==> config.mk <==
export PLATFORM = sky130hd
export DESIGN_NAME = day_count_scan
export DESIGN_NICKNAME = d
export VERILOG_FILES = /design/src/rtl/day_count_scan.sv
export SDC_FILE = /design/constraint.sdc
export NUM_CORES = 1
export LEC_CHECK = 0
export CAP_MARGIN = 40
export CORE_MARGIN = 8
export CORE_UTILIZATION = 30
export CTS_CLUSTER_DIAMETER = 80
export DETAILED_ROUTE_END_ITERATION = 10
export PLACE_DENSITY = 0.48
export REMOVE_ABC_BUFFERS = 1
export SYNTH_ARGS = -nofsm -noshare
export SYNTH_HDL_FRONTEND = slang
export SYNTH_SLANG_ARGS = --single-unit
==> constraint.sdc <==
create_clock -name clk -period 3.15 [get_ports clk]
set_clock_uncertainty 0.15 [all_clocks]
set_input_delay 0.63 -clock clk [delete_from_list [all_inputs] [get_ports clk]]
set_output_delay 0.63 -clock clk [all_outputs]
set_load 0.01 [all_outputs]
==> src/rtl/day_count_scan.sv <==
// Three-digit BCD day counter with prescaler, manual advance and a
// time-multiplexed display scanner feeding a downstream 7-segment decoder.
module day_count_scan #(
  parameter int TICKS_PER_DAY = 50_000_000,
  parameter int SCAN_DIV      = 50_000,
  parameter int MAX_DAY       = 365
) (
  input  logic       clk,
  input  logic       rst_n,
  input  logic       en,
  input  logic       adv,
  input  logic       clr,
  output logic [3:0] digit,
  output logic [2:0] anode,
  output logic       day_tick,
  output logic       wrap
);
  localparam int PW = (TICKS_PER_DAY > 2) ? $clog2(TICKS_PER_DAY) : 1;
  localparam int SW = (SCAN_DIV > 2) ? $clog2(SCAN_DIV) : 1;
  localparam logic [PW-1:0] PRE_LAST  = PW'(TICKS_PER_DAY - 1);
  localparam logic [SW-1:0] SCAN_LAST = SW'(SCAN_DIV - 1);
  localparam logic [3:0] MAX_H = 4'(MAX_DAY / 100);
  localparam logic [3:0] MAX_T = 4'((MAX_DAY / 10) % 10);
  localparam logic [3:0] MAX_O = 4'(MAX_DAY % 10);
  localparam logic [3:0] BLANK = 4'hF;
  localparam logic [1:0] SEL_ONES = 2'd0;
  localparam logic [1:0] SEL_TENS = 2'd1;
  localparam logic [1:0] SEL_HUND = 2'd2;

  logic [PW-1:0] pre_q, pre_d;
  logic [SW-1:0] scan_q, scan_d;
  logic [1:0]    sel_q, sel_d;
  logic [3:0]    hund_q, hund_d, tens_q, tens_d, ones_q, ones_d;
  logic [3:0]    digit_q, digit_d;
  logic [2:0]    anode_q, anode_d;
  logic          day_tick_q, day_tick_d, wrap_q, wrap_d;
  logic          tick, adv_int, at_max;

  always_comb begin
    pre_d = pre_q;
    tick  = 1'b0;
    if (en) begin
      if (pre_q == PRE_LAST) begin
        pre_d = '0;
        tick  = 1'b1;
      end else begin
        pre_d = pre_q + PW'(1);
      end
    end
    // tick and adv on the same cycle merge into a single increment
    adv_int    = tick | adv;
    at_max     = (hund_q == MAX_H) && (tens_q == MAX_T) && (ones_q == MAX_O);
    hund_d     = hund_q;
    tens_d     = tens_q;
    ones_d     = ones_q;
    day_tick_d = 1'b0;
    wrap_d     = 1'b0;
    if (clr) begin
      hund_d = '0;
      tens_d = '0;
      ones_d = '0;
      pre_d  = '0;
    end else if (adv_int) begin
      day_tick_d = 1'b1;
      if (at_max) begin
        hund_d = '0;
        tens_d = '0;
        ones_d = '0;
        wrap_d = 1'b1;
      end else if (ones_q != 4'd9) begin
        ones_d = ones_q + 4'd1;
      end else begin
        ones_d = '0;
        if (tens_q != 4'd9) begin
          tens_d = tens_q + 4'd1;
        end else begin
          tens_d = '0;
          hund_d = hund_q + 4'd1;
        end
      end
    end
  end

  always_comb begin
    scan_d = scan_q + SW'(1);
    sel_d  = sel_q;
    if (scan_q == SCAN_LAST) begin
      scan_d = '0;
      sel_d  = (sel_q == SEL_HUND) ? SEL_ONES : sel_q + 2'd1;
    end
    // anode and digit come from the same sel so they always move together
    case (sel_q)
      SEL_ONES: begin
        anode_d = 3'b110;
        digit_d = ones_q;
      end
      SEL_TENS: begin
        anode_d = 3'b101;
        digit_d = ((hund_q == 4'd0) && (tens_q == 4'd0)) ? BLANK : tens_q;
      end
      default: begin
        anode_d = 3'b011;
        digit_d = (hund_q == 4'd0) ? BLANK : hund_q;
      end
    endcase
  end

  always_ff @(posedge clk or negedge rst_n) begin
    if (!rst_n) begin
      pre_q      <= '0;
      scan_q     <= '0;
      sel_q      <= SEL_ONES;
      hund_q     <= '0;
      tens_q     <= '0;
      ones_q     <= '0;
      digit_q    <= 4'h0;
      anode_q    <= 3'b110;
      day_tick_q <= 1'b0;
      wrap_q     <= 1'b0;
    end else begin
      pre_q      <= pre_d;
      scan_q     <= scan_d;
      sel_q      <= sel_d;
      hund_q     <= hund_d;
      tens_q     <= tens_d;
      ones_q     <= ones_d;
      digit_q    <= digit_d;
      anode_q    <= anode_d;
      day_tick_q <= day_tick_d;
      wrap_q     <= wrap_d;
    end
  end

  assign digit    = digit_q;
  assign anode    = anode_q;
  assign day_tick = day_tick_q;
  assign wrap     = wrap_q;
endmodule

# Word level (Yosys, flattened, before mapping)
# Index checks and enable logic that the tools add are counted.
# word_totals
reg_bits	65
inputBits	5
out_inout_bits	9
wordCells	68
# classes
add_sub_neg	6
eq_ne	11
mux	30
n_bitwise	1
n_reduce_logical	10
# op_table
op	count
2-to-1 mux 26 bit	3
2-to-1 mux 4 bit	16
adder 26 x 1 -> 26 bit, second input constant	1
equality test 26 bit, second input constant	1
adder 16 x 1 -> 16 bit, second input constant	1
equality test 16 bit, second input constant	1
2-to-1 mux 16 bit	1
adder 4 x 1 -> 4 bit, second input constant	3
equality test 4 x 3 -> 1 bit, second input constant	2
zero test 4 bit	2
inequality test 4 bit, second input constant	2
case mux 4 bit (2 select lines)	1
2-to-1 mux 1 bit	7
inequality test 3 bit, second input constant	2
case mux 3 bit (2 select lines)	1
equality test 4 x 2 -> 1 bit, second input constant	1
nonzero test 2 bit	2
logical AND 1 bit	3
AND reduction 3 bit	1
adder 2 x 1 -> 2 bit, second input constant	1
equality test 2 x 1 -> 1 bit, second input constant	1
equality test 2 bit, second input constant	1
zero test 2 bit	1
2-to-1 mux 2 bit	1
other kinds (2)	2

# Logic depth before layout (Yosys ltp)
# Gate-level depths: netlist of run 1.
# depth
word_depth	6
depth_mapped	8
depth_no_buf	8

# Worst setup path after synthesis of run 1
# No wires, ideal clock.
# synth_timing
path_kind	register -> register
from	register pre_q[10]
to	register hund_q[3]
setup_time_ns	0.069
arrival_ns	2.733
required_time_ns	2.931
setup_slack_ns	0.198
path_stages_with_launch	7
path_buffers	0
period_less_slack_ns	2.952
cell_sequence	dfrtp_1 > or4b_1 > or4_4 > o311a_4 > a211o_4 > or4_1 > nand3_1
# synth_between
elab_chain_len	6
# synth_rtl
element	line_no	rtl
start: declaration	30	logic [PW-1:0] pre_q, pre_d;
start signal: assignment	121	pre_q <= pre_d;
equality test 26 bit	43	if (pre_q == PRE_LAST) begin
2-to-1 mux 1 bit	43	
2-to-1 mux 1 bit	42	if (en) begin
bitwise OR 1 bit	51	adv_int = tick | adv;
nonzero test 2 bit (no source line)	-	
AND reduction 3 bit (no source line)	-	
end signal: assignment	124	hund_q <= hund_d;
end: declaration	33	logic [3:0] hund_q, hund_d, tens_q, tens_d, ones_q, ones_d;
# Every way passes these cells.
# A chain may end at the register's enable or synchronous reset.

# Worst setup path after layout of run 1
# layout_timing
from	register pre_q[11]
to	register hund_q[3]
# The elaborated chain is that of the path after synthesis.

==> results of run 1 <==
==> through the flow <==
stage           util  cells  power, uW
2_1_floorplan      -    331       1010
3_5_place_dp   0.336    494       1090
4_1_cts        0.357    510       1920
5_1_grt        0.357    510       1990
3_3_place_gp   0.336    494       1090
6_report       0.357    510       1890
==> registers in the layout (all words and copies together), names as in the netlist <==
name      flops
tens_q        4
sel_q         2
anode         3
day_tick      1
hund_q        4
digit         4
scan_q       16
ones_q        4
wrap          1
pre_q        26
==> cells in the mapped netlist (4+ instances only) <==
cell	number	share of area
a21oi_1	9	0.014
and3_1	6	0.012
clkbuf_1	5	0.0058
dfrtp_1	63	0.49
ha_1	6	0.023
inv_1	16	0.019
nand2_1	36	0.042
nand3_1	16	0.025
nand4_1	4	0.0078
nor2_1	55	0.064
nor3_1	10	0.016
nor4_1	4	0.0078
o21ai_0	21	0.033
o22ai_1	4	0.0078
xnor2_1	16	0.043
xor2_1	19	0.052
==> final cells by class <==
class                           instances  area share
Inverter                               16      0.0158
Clock buffer                           11      0.0398
Sequential cell                        65       0.428
Clock inverter                          5      0.0204
Timing Repair Buffer                   23      0.0559
Multi-Input combinational cell        250       0.394
Tap cell                              140      0.0461
==> power by group through the flow <==
stage | combinational (uW) | clock (uW) | sequential [uW]
6_report | 163 | 815 | 911
3_3_place_gp | 163 | 0 | 927
5_1_grt | 188 | 880 | 919
2_1_floorplan | 101 | 0 | 913
4_1_cts | 166 | 848 | 910
3_5_place_dp | 165 | 0 | 927
==> routing by layer <==
metal / vias to the layer above / GRT usage / wire, um
met4: 0 / 0.0445 / 125
met5: - / 0 / 0
li1: 1220 / - / -
met3: 9 / 0.0287 / 227
met2: 36 / 0.156 / 2980
met1: 1191 / 0.137 / 3470
==> cells by family after synthesis <==
kind of cell / after synthesis
buffers and inverters: 23
AOI/OAI and AO/OA: 50
xor gates and xnor gates: 35
and+or+nand+nor: 157
DFF: 65
muxes: 2
adders and majority gates: 6
==> how the worst min path moves through the flow <==
stage,startpoint,end,cells past startpoint
after global placement,scan_q[0],scan_q[0],1
after global routing,rst_n,pre_q[19],1
after detailed placement,scan_q[0],scan_q[0],1
after floorplan,rst_n,anode[0],0
final,rst_n,pre_q[19],1
after CTS,rst_n,pre_q[19],1
==> worst max-delay path, cell delays in order, from the launching register on <==
cell and delay (ns):
dfrtp_1 0.41, or4b_1 0.51, or4_4 0.57, o311a_4 0.42, a211o_4 0.36, or4_1 0.47, nand3_1 0.09
==> summary.md, run 1 <==
| Metric | Value |
|---|---|
| Clock transition at path regs | `0.07 ns` |
| Post-synth top flop | `dfrtp_1` |
| Most frequent cells in the layout | `dfrtp_1, nor2_1, nand2_1` |
| Maximum clock path buffer count | `2` |
| CP startpoint | `pre_q[11]` |
| Final min period | `3.04 ns` |
| Mean Syn Cell Area | `9.53 um^2` |
| Unrepaired setup endpoints after global routing | `no` |
| Routed vias/inst | `4.82` |
| Worst vdd ir | `0.249 mV` |
| All-Layer GR Usage | `0.104` |
| Comb pwr share | `0.086` |
| Reg-to-Reg Start | `pre_q[11]` |
| Post-Synth Adder-Cell Area | `0.0233` |
| Post_cts resized | `0` |
| Switching power | `465 uW` |
| CP Data Arrival Time | `3.16 ns` |
| Startpoint Class | `register` |
| Cts bufs inserted | `9` |
| Gr ovfl total | `0` |
| Yosys warning count | `0` |
| FF+latch area | `1630 um^2` |
| FF-to-FF path depth | `6` |
| Reg2reg end | `hund_q[3]` |
| First-pass GRT wire length | `12.0 mm` |
| CTS root buf | `clkbuf_8` |
| Post-synthesis async set-or-reset flop share | `1.00` |
| Skew-Pair Late Insertion Delay | `0.34 ns` |
| Max-Cap Viols | `0` |
| Hold Crit Class | `in -> async` |
| CTS sink cnt | `65` |
| Antenna violations before repair | `0` |
| Pwr dens | `497 nW/um^2` |
| DRT Pass-1 Iters | `4` |
| Wire per inst | `13.3 um` |
| EDFF count, synth | `0` |
| Post-Synth XOR/XNOR Area | `0.0951` |
| PortBufs | `13` |
| Mapped Area | `3220 um^2` |
| Initial Util | `0.303` |
| Worst reg-to-reg setup slack | `0.11 ns` |
| Layout cell share with drive strength beyond 1 | `0.116` |
| Main combinational cell family by area after synthesis | `simple AND/OR/NAND/NOR gates` |
| Max Clk Rate | `0.329 GHz` |
| Status | `finished, final reports clean` |
| Worst setup margin | `0.113 ns` |
| Sequential power share | `0.482` |
| WL final | `6.80 mm` |
| Core ar. | `10700 um^2` |
| Slew headroom | `0.619` |
| Fraction of synthesized area in multiplexers | `0.00621` |
| Sw Share | `0.246` |
| Pins Over Slew Limit | `0` |
| Largest net degree at the start of global routing | `44` |
| CTS tree | `done` |
| Synth Area in Simple Gates | `0.239` |
| Final Cell Area | `3800 um^2` |
| Vias in the first global route | `2439` |
| Hold WS | `0.127 ns` |
| Most common cell after layout, fill and taps aside | `dfrtp_1` |
| Endpoints failing hold | `0` |
| Sequential share of the synthesized area | `0.506` |
| FILL cells | `1122` |
| Layout Nets | `376` |
| Synth Area in Compound Gates | `0.101` |
| Antenna diodes | `0` |
| Internal power | `1420 uW` |
| Detail Placement HPWL | `4.77 mm` |
| Vias | `2456` |
| Power share of the clock group | `0.432` |
| Final setup TNS | `0 ns` |
| Die H | `120 um` |
| Area Growth Syn to Fin | `18.1%` |
| Fin crit share | `0.964` |
| Critical path required time | `3.27 ns` |
| Syn Inst Count | `338` |
| Final Setup Violations | `0` |
| Worst slack at placement | `0.125 ns` |
| Cell variety after synth | `49` |
| Routed Antenna Nets | `0` |
| Tightest Pin Transition | `0.572 ns` |
| DIE WIDTH | `120 um` |
| Final Wtd Congestion | `0.816` |
| CP Class | `reg -> reg` |
| Site Rows | `38` |
| Flops & latches, synth | `65` |
| Footprint of the multi-input gates | `1500 um^2` |
| Htree depth | `3` |
| DRC Markers | `0` |
| Crit path to | `hund_q[3]` |
| Full die area | `14300 um^2` |
| Post-CTS Setup Inserts | `0` |
| Post-place instance area | `3570 um^2` |
| Setup crit end kind | `register` |
| Leak | `0.00160 uW` |
| DRT iter0 DRCs | `114` |
| CP max FO | `8` |
| Hold-fix buffers at CTS | `0` |
| Io pins | `14` |
(Power assumes the default switching activity.)
==> inputs of run 2 (changes only) <==
- CORE_UTILIZATION: 30 -> 54
- PLACE_DENSITY: 0.48 -> 0.76
- SKIP_LAST_GASP: not set -> 1
==> run 2 against run 1 <==
Combinational power increased by 4%. Core utilization increased by 28 points. Cell count decreased by 13%. Hold slack improved by 0.084 ns. Highest routed layer unchanged. Via count increased by 0.69%. Global-route usage increased by 5.9 points. Setup slack improved by 0.016 ns. Total power increased by 3.4%.
==> summary.md, run 2 (synthesis gave the netlist of run 1 again) <==
| Metric | Value |
|---|---|
| DRT iter0 DRCs | `115` |
| Area Growth Syn to Fin | `16.4%` |
| Cts bufs inserted | `9` |
| Worst reg-to-reg setup slack | `0.13 ns` |
| Largest Register | `pre_q` |
| DRT Pass-1 Iters | `5` |
| Antenna violations before repair | `0` |
| Most common cell after layout, fill and taps aside | `dfrtp_1` |
| Clock transition at path regs | `0.08 ns` |
| Startpoint Class | `register` |
| Skew-Pair Late Insertion Delay | `0.34 ns` |
| FF+latch area | `1630 um^2` |
| Buf/Inv on CP | `0` |
| Final Cell Area | `3750 um^2` |
| Worst setup margin | `0.129 ns` |
| Largest net degree at the start of global routing | `34` |
| Post_cts resized | `0` |
| Footprint of the multi-input gates | `1500 um^2` |
| Die H | `93.2 um` |
| Full die area | `8690 um^2` |
| Reg-to-Reg Start | `pre_q[11]` |
| Antenna diodes | `0` |
| Maximum clock path buffer count | `2` |
| Reg2reg end | `hund_q[3]` |
| CTS root buf | `clkbuf_8` |
| Max Clk Rate | `0.331 GHz` |
| Unrepaired setup endpoints after global routing | `no` |
| Worst slack at placement | `0.147 ns` |
| Initial Util | `0.551` |
| Critical path required time | `3.28 ns` |
| CTS sink cnt | `65` |
| CP max FO | `8` |
| Wire per inst | `14.2 um` |
| Vias in the first global route | `2462` |
| FF-to-FF path depth | `6` |
| Status | `finished, final reports clean` |
| Detail Placement HPWL | `4.54 mm` |
| Top Registers | `pre_q (26), scan_q (16)` |
| Max FFs per register | `26` |
| Setup crit end kind | `register` |
| Vias | `2473` |
| Worst vdd ir | `0.328 mV` |
| WL final | `6.30 mm` |
| Slowest-stage cell, CP | `or4_4` |
| Layout cell share with drive strength beyond 1 | `0.114` |
| Hold-fix buffers at CTS | `0` |
| Final Setup Violations | `0` |
| Routed vias/inst | `5.57` |
| Max-Cap Viols | `0` |
| Hold Crit Class | `in -> async` |
| First-pass GRT wire length | `11.3 mm` |
| Slew headroom | `0.496` |
| DRC Markers | `0` |
| Hold WS | `0.211 ns` |
| Site Rows | `28` |
| DIE WIDTH | `93.2 um` |
| CP Data Arrival Time | `3.15 ns` |
| Crit path cell chain | `or4b_1 > or4_4 > o311a_4 > a211o_4 > or4_1 > nand3_1` |
| Most frequent cells in the layout | `dfrtp_1, nor2_1, nand2_1` |
| Pwr dens | `521 nW/um^2` |
| Final min period | `3.02 ns` |
| Core ar. | `5850 um^2` |
| Tightest Pin Transition | `0.756 ns` |
| Fin crit share | `0.959` |
| Final setup TNS | `0 ns` |
| Final Wtd Congestion | `0.878` |
| CP top delay family | `simple AND/OR/NAND/NOR gates` |
| CTS tree | `done` |
| Io pins | `14` |
| Crit-path max cell delay | `0.55 ns` |
| PortBufs | `13` |
| Leak | `0.00161 uW` |
| Gr ovfl total | `0` |
| Layout Nets | `375` |
| FILL cells | `462` |
| Endpoints failing hold | `0` |
| Htree depth | `3` |
| Post-CTS Setup Inserts | `0` |
| All-Layer GR Usage | `0.163` |
| CP Class | `reg -> reg` |
| Routed Antenna Nets | `0` |
| Pins Over Slew Limit | `0` |
| Post-place instance area | `3500 um^2` |
## run 2: cell count changes in the layout (fill, tap and decap cells not counted)
cell,change
clkinv_4,+2
clkinv_2,-2
buf_12,+1
buf_4,-2
bufinv_16,+1
clkbuf_8,-1
## run 2: per-stage QoR
step / instances / power [uW] / util
2_1_floorplan: 331 / 1010 / -
3_3_place_gp: 428 / 1080 / 0.598
3_5_place_dp: 428 / 1090 / 0.598
4_1_cts: 444 / 1970 / 0.641
5_1_grt: 444 / 2040 / 0.641
6_report: 444 / 1950 / 0.641
## run 2: how the worst max path moves through the flow
stage / from / endpoint / slack, ns / depth (start not counted)
floorplan: pre_q[10] / hund_q[3] / 0.20 / 6
global placement: pre_q[11] / hund_q[3] / 0.18 / 6
detailed placement: pre_q[11] / hund_q[3] / 0.15 / 6
CTS: pre_q[11] / hund_q[3] / 0.14 / 6
global route: pre_q[11] / hund_q[3] / 0.06 / 6
finish: pre_q[11] / hund_q[3] / 0.13 / 6
## run 2: layout make-up
type | count | area share
sequential | 65 | 0.434
multi-input combinational | 250 | 0.399
timing repair buffer | 22 | 0.0580
clock buffer | 10 | 0.0367
clock inverter | 6 | 0.0307
tap | 75 | 0.0250
inverter | 16 | 0.0160
## run 2: report_power, final
part           internal [uW]  leakage [uW]  total [uW]  switching [uW]
clock                    550      0.000123         881             331
sequential               864      0.000874         904            40.6
combinational           76.3      0.000611         169            92.7
total                   1490       0.00161        1950             464
## run 2: per-layer routing
layer,GRT usage,wire [um],vias to the layer above
met5,0,0,-
met4,0.0752,86,0
met3,0.0369,226,8
met2,0.256,3050,39
met1,0.208,2930,1207
li1,-,-,1219
==> inputs of run 3 (changes only) <==
- CAP_MARGIN: 40 -> not set
==> results of run 3 <==
Final layout, timing and power as in run 2 (identical DEF).
